<file path="src/rtl/prod_accum.sv">
// prod_accum: sums frames of N signed products into a signed ACC_W-bit
// running accumulator and presents each completed frame sum, together with a
// sticky signed-overflow flag, on an output handshake.
//
// Handshake semantics (both sides): a transfer happens on a rising clk edge
// where valid && ready are both high. A valid source holds its data stable
// until the transfer, and ready never depends on the same-side valid. Here
// in_ready is a pure function of the FSM state, and out_valid/acc_out/ovf are
// registered, so the sink can never see them glitch.
module prod_accum #(
  parameter int PROD_W = 8,
  parameter int ACC_W  = 12,
  parameter int N      = 4
) (
  input  logic                     clk,
  input  logic                     rst,
  input  logic                     clr,
  input  logic                     in_valid,
  output logic                     in_ready,
  input  logic signed [PROD_W-1:0] in_prod,
  output logic                     out_valid,
  input  logic                     out_ready,
  output logic signed [ACC_W-1:0]  acc_out,
  output logic                     ovf,
  output logic [$clog2(N+1)-1:0]   beat_cnt
);

  localparam int CNT_W = $clog2(N + 1);

  // IDLE: empty frame, waiting for the first beat.
  // ACCUM: frame in progress, 1..N-1 beats taken.
  // DONE: N beats taken, result offered downstream, input side stalled.
  typedef enum logic [1:0] {
    IDLE  = 2'd0,
    ACCUM = 2'd1,
    DONE  = 2'd2
  } state_t;

  // state is kept as a named signal so checkers can bind to it directly.
  state_t                    state;
  state_t                    state_nxt;
  logic signed [ACC_W-1:0]   acc;
  logic signed [ACC_W-1:0]   acc_nxt;
  logic signed [ACC_W-1:0]   prod_ext;
  logic signed [ACC_W-1:0]   sum;
  logic [CNT_W-1:0]          cnt;
  logic [CNT_W-1:0]          cnt_nxt;
  logic [CNT_W-1:0]          cnt_inc;
  logic                      ovf_r;
  logic                      ovf_nxt;
  logic                      add_ovf;
  logic                      accept;
  logic                      handoff;
  logic                      last_beat;

  // Datapath: sign-extend the product and form the wrapping sum. Signed
  // overflow is the classic rule: equal operand signs, different result sign.
  assign prod_ext  = ACC_W'(in_prod);
  assign sum       = acc + prod_ext;
  assign add_ovf   = (acc[ACC_W-1] == prod_ext[ACC_W-1]) &&
                     (sum[ACC_W-1] != acc[ACC_W-1]);
  assign cnt_inc   = cnt + CNT_W'(1);
  assign last_beat = (cnt_inc == CNT_W'(N));

  // Handshake qualifiers. in_ready depends on state only.
  assign in_ready  = (state != DONE);
  assign out_valid = (state == DONE);
  assign accept    = in_valid && in_ready;
  assign handoff   = out_valid && out_ready;

  assign acc_out   = acc;
  assign ovf       = ovf_r;
  assign beat_cnt  = cnt;

  // State and datapath registers; async reset returns to an empty frame.
  always_ff @(posedge clk or posedge rst) begin
    if (rst) begin
      state <= IDLE;
      acc   <= '0;
      cnt   <= '0;
      ovf_r <= 1'b0;
    end else begin
      state <= state_nxt;
      acc   <= acc_nxt;
      cnt   <= cnt_nxt;
      ovf_r <= ovf_nxt;
    end
  end

  // Next-state and datapath update. clr has priority over any accept or
  // handoff in the same cycle, so a beat arriving with clr is dropped and a
  // result being handed off with clr is discarded.
  always_comb begin
    state_nxt = state;
    acc_nxt   = acc;
    cnt_nxt   = cnt;
    ovf_nxt   = ovf_r;

    if (clr) begin
      state_nxt = IDLE;
      acc_nxt   = '0;
      cnt_nxt   = '0;
      ovf_nxt   = 1'b0;
    end else begin
      unique case (state)
        IDLE: begin
          // First beat loads rather than adds, which also clears the
          // overflow flag at frame start.
          if (accept) begin
            acc_nxt   = prod_ext;
            cnt_nxt   = CNT_W'(1);
            ovf_nxt   = 1'b0;
            state_nxt = (CNT_W'(N) == CNT_W'(1)) ? DONE : ACCUM;
          end
        end
        ACCUM: begin
          if (accept) begin
            acc_nxt = sum;
            cnt_nxt = cnt_inc;
            ovf_nxt = ovf_r | add_ovf;
            if (last_beat) begin
              state_nxt = DONE;
            end
          end
        end
        DONE: begin
          // Result held until taken; the new frame starts from zero.
          if (handoff) begin
            state_nxt = IDLE;
            acc_nxt   = '0;
            cnt_nxt   = '0;
            ovf_nxt   = 1'b0;
          end
        end
        default: begin
          state_nxt = IDLE;
          acc_nxt   = '0;
          cnt_nxt   = '0;
          ovf_nxt   = 1'b0;
        end
      endcase
    end
  end

  // Structural invariants of the frame counter and the DONE hold behaviour.
  a_cnt_bound: assert property (@(posedge clk) disable iff (rst)
    cnt <= CNT_W'(N));

  a_done_hold: assert property (@(posedge clk) disable iff (rst)
    (state == DONE && !out_ready && !clr) |=>
      (state == DONE && $stable(acc) && $stable(cnt) && $stable(ovf_r)));

  a_idle_empty: assert property (@(posedge clk) disable iff (rst)
    (state == IDLE) |-> (acc == '0 && cnt == '0 && !ovf_r));

endmodule

</file>
<file path="config.mk">
export PLATFORM = sky130hd
export DESIGN_NAME = prod_accum
export DESIGN_NICKNAME = d
export VERILOG_FILES = /design/src/rtl/prod_accum.sv
export SDC_FILE = /design/constraint.sdc
export NUM_CORES = 1
export LEC_CHECK = 0
export ABC_AREA = 1
export BUFFER_PORTS_ARGS = -buffer_cell sky130_fd_sc_hd__buf_2
export CAP_MARGIN = 10
export CELL_PAD_IN_SITES_DETAIL_PLACEMENT = 1
export CELL_PAD_IN_SITES_GLOBAL_PLACEMENT = 1
export CORE_UTILIZATION = 35
export CTS_CLUSTER_DIAMETER = 120
export DETAILED_ROUTE_END_ITERATION = 8
export GPL_TIMING_DRIVEN = 0
export PLACE_DENSITY_LB_ADDON = 0.2
export RECOVER_POWER = 100
export SLEW_MARGIN = 25
export SYNTH_ARGS = -nofsm -noshare
export SYNTH_HDL_FRONTEND = slang
export SYNTH_SLANG_ARGS = --single-unit
</file>
<file path="constraint.sdc">
create_clock -name clk -period 1.7 [get_ports clk]
set_input_delay 0.425 -clock clk [delete_from_list [all_inputs] [get_ports clk]]
set_output_delay 0.425 -clock clk [all_outputs]
set_load 0.01 [all_outputs]
</file>
==> results.md <==
- The count of cells in the finished layout, fillers not included, comes to 325.
- The post-synthesis instance area is 1534 µm².
- The peak fanout along the critical path is 4.
- By count the netlist is led by sky130_fd_sc_hd__nand2_1, sky130_fd_sc_hd__inv_1, sky130_fd_sc_hd__nand3_1, sky130_fd_sc_hd__dfrtp_1, sky130_fd_sc_hd__ha_1.
- Once detail routing completed, the nets flagged for antenna violations numbered 0.
- At the pin with the least slew margin, the transition time is 0.7873 ns.
- The worst setup slack after layout is 0.007486 ns.
- The remaining max-slew budget at the tightest pin is 47.45%.
- Summed over all layers, the global routing overflow is 0.
- Across the run, the number of max-cap violations was 0.
- The clock passes through at most 2 buffers.
- From synthesis to final layout, the design area changed by 36.13%.
- The number of placed instances with taps included is 310.
- In the post-synthesis netlist, the cell with the most instances is sky130_fd_sc_hd__nand2_1.
- The number of cells on the worst reg-to-reg path is 11.
- The core box area is 4115 µm².
- Setup repair after global routing could not meet its margin everywhere.
- The setup total negative slack is 0 ns.
- Counting distinct cell types in the post-synthesis netlist gives 25.
- After synthesis the netlist holds a flip-flop and latch count of 18.
- The most used flip-flop cell after synthesis is sky130_fd_sc_hd__dfrtp_1.
- The class of the worst hold path is primary input to async pin.
- The initial antenna violation count came to 0.
- Measured along the x axis, the die boundary spans 68.20 µm.
- The last weighted congestion value of the routability-driven placer is 0.8076.
- 0 antenna diodes ended up in the layout.
- The initial cell density of the core is 37.28%.
- The post-synthesis cell type with the largest combined area is sky130_fd_sc_hd__dfrtp_1.
- The overall die area is 4651 µm².
- The worst vdd rail ir drop is 0.3096 mV.
- Of the synthesized area, sequential elements account for 29.36%.
- The flow ran to the end, and the final reports show no timing, DRC or antenna violations.
- The top cell type by area accounts for 29.36% of the synthesized area.
- In this run the tool buffered the top-level ports with 30 buffer cells.
- CTS placed an instance of sky130_fd_sc_hd__clkbuf_8 at the clock tree root.
- The CTS tree is done.
- The total chip power is 1.400 mW.
- The maximum clock skew at final layout is 0.001861 ns.
- The data arrival time of the worst path is 1.91 ns.
- The Yosys step of the flow raised 0 warnings.
- The critical path is of the flip-flop to flip-flop type.
- After detailed routing, the average wire length per cell comes to 14.85 µm.
- The clock latency reported for the late side of the worst-skew pair is 0.27 ns.
- The analysis attributes to cell leakage a power of 1.108 nW.
- The worst endpoint required time is 1.91 ns.
- The clock-pin slew on the worst setup and hold paths is 0.08 ns.
- The synthesized net count is 257.
- The worst setup path is launched from a flip-flop.
- STA classifies the critical path endpoint as a flip-flop.
- The hold violation count in the final report was 0.
- The global-route wire length before repair is 7.458 mm.
- The fraction of the cycle the final worst path needs is 99.56%.
- OpenSTA, run right after detailed placement, puts the worst setup slack at -0.3111 ns.
- By area the synthesized netlist is led by sky130_fd_sc_hd__dfrtp_1, sky130_fd_sc_hd__nand2_1, sky130_fd_sc_hd__ha_1, sky130_fd_sc_hd__nand3_1, sky130_fd_sc_hd__inv_1.
- The number of remaining DRC errors is 0.
- The net total in the final layout is 303.
- The TritonCTS buffer count is 3.
- Fill cells in the final layout number 531.
- The number of H-tree branching levels is 1.
- Of the cells placed in the final design, the portion with a size suffix greater than 1 is 29.09%.
- The post-synthesis cell count is 230.
- The number of standard-cell rows in the floorplan is 23.
- The die height is 68.20 µm.
- Power spread over the standard cell area amounts to 670.2 nW/µm².
- The number of detailed-route iterations in the first pass is 4.
- Subtracting the final worst setup slack from the clock period gives 1.693 ns.
- The number of hold buffers added after cts is 0.
- The routed design has 4.826 mm of wire.
- Yosys mapped a number of flops with a built-in enable equal to 0.
- 31 I/O pins were placed.
- The starting DRC count in detailed routing is 60.
- In the global route stage, overall resource usage came out at 21.74%.
- The count of final setup violators is 0.
- CTS saw 18 sinks.
- The share of flip-flops with an asynchronous set or reset is 100.0%.
- The number of global-route vias before repair was 1641.
- Entering global routing, the biggest net connects 19 pins.
- Once detailed placement completed, the half-perimeter wirelength came to 3.331 mm.
- Using the TritonRoute via totals, the vias-per-cell ratio works out to 5.126.
- Across all layers, the routed design uses 1666 vias.
- The total count of max-transition violations in the final report came to 0.
- The maximum clock frequency is 590.8 MHz.
- In this run the register-to-register setup slack is 0.007 ns.
- After synthesis, the mean cell area works out to 6.669 µm².
## cells by family after synthesis
group / synth area share, %
and+or+nand+nor: 37.60
buffers and inverters: 9.379
AOI/OAI and AO/OA: 10.60
DFF: 29.36
adders and majority gates: 11.91
xor gates and xnor gates: 1.142
## per-stage QoR
| stage | hold slack, ns | utilization [%] | instance area, µm² |
|---|---|---|---|
| after floorplan | 0.3636 | - | 1536 |
| final | 0.2865 | 50.74 | 2088 |
| after global placement | 0.4920 | 42.51 | 1749 |
| after detailed placement | 0.4970 | 42.51 | 1749 |
| after global routing | 0.3655 | 50.74 | 2088 |
| after CTS | 0.3271 | 46.88 | 1929 |
## power breakdown
part           internal (mW)  leakage (nW)  total (mW)  switching (mW)
clock network          0.207        0.0288       0.388           0.181
logic                  0.221         0.839       0.520           0.300
registers              0.457         0.240       0.491          0.0344
## layout by cell type, fill, tap and decap left out, types with 2 or more instances in the layout
cell	instances
sky130_fd_sc_hd__nand3_1	17
sky130_fd_sc_hd__a21oi_2	4
sky130_fd_sc_hd__nand4_1	5
sky130_fd_sc_hd__buf_4	9
sky130_fd_sc_hd__clkbuf_8	4
sky130_fd_sc_hd__xnor2_1	2
sky130_fd_sc_hd__a21o_1	2
sky130_fd_sc_hd__nor2_1	7
sky130_fd_sc_hd__clkbuf_4	3
sky130_fd_sc_hd__inv_1	28
sky130_fd_sc_hd__nand2_1	84
sky130_fd_sc_hd__o21ai_1	2
sky130_fd_sc_hd__ha_4	10
sky130_fd_sc_hd__a21oi_1	8
sky130_fd_sc_hd__o21ai_0	5
sky130_fd_sc_hd__ha_1	3
sky130_fd_sc_hd__a22o_1	3
sky130_fd_sc_hd__nand3_2	5
sky130_fd_sc_hd__clkbuf_1	10
sky130_fd_sc_hd__buf_2	21
sky130_fd_sc_hd__nand2_2	7
sky130_fd_sc_hd__nor2_4	3
sky130_fd_sc_hd__dfrtp_1	17
sky130_fd_sc_hd__nor2_2	5
## path summary, 6_finish.rpt
check,start,to
worst max-delay path,acc_out[0],acc_out[6]
worst min-delay path,rst,acc_out[7]
worst max register to register,acc_out[0],acc_out[6]
worst min register to register,ovf,ovf
max in group asynchronous,rst,acc_out[1]
min in group clk,in_prod[0],acc_out[0]
## per-layer routing
| metal | global-route usage, % | up-vias | share of wire, % |
|---|---|---|---|
| li1 | - | 835 | - |
| met1 | 28.28 | 797 | 46 |
| met2 | 37.01 | 25 | 50 |
| met3 | 2.500 | 9 | 2.3 |
| met4 | 7.031 | 0 | 1.7 |
| met5 | 0 | - | 0 |
## state kept, by name (all words and copies together) (netlist names)
signal and count:
state 2, beat_cnt 3, acc_out 12, ovf 1
## repair_timing
action                                  4_1_cts  5_1_grt
endpoints found under the setup margin        6       10
hold endpoints to repair                      0        0
setup buffers                                 3        8
gates resized for setup                      14       26
pin swaps                                     1        6
## layout make-up
cell class	count	area (µm²)	share of cell area, %
sequential	18	451.7	21.63
buffer	3	27.53	1.318
clock buffer	4	55.05	2.636
timing repair buffer	41	220.2	10.55
inverter	30	113.9	5.452
tap	50	62.56	2.996
multi-input combinational	179	1157	55.42
## worst max-delay path, stage by stage, from the launching register on
cell and delay (ns):
sky130_fd_sc_hd__dfrtp_1 0.41, sky130_fd_sc_hd__ha_4 0.17, sky130_fd_sc_hd__fa_2 0.37, sky130_fd_sc_hd__nand3_2 0.10, sky130_fd_sc_hd__nand3_4 0.09, sky130_fd_sc_hd__nand2_2 0.08, sky130_fd_sc_hd__nand2_2 0.06, sky130_fd_sc_hd__a21oi_2 0.12
sky130_fd_sc_hd__o21ai_1 0.08, sky130_fd_sc_hd__nand2_1 0.06, sky130_fd_sc_hd__nand2_1 0.05, sky130_fd_sc_hd__nand2_1 0.05
(Power assumes the default switching activity.)
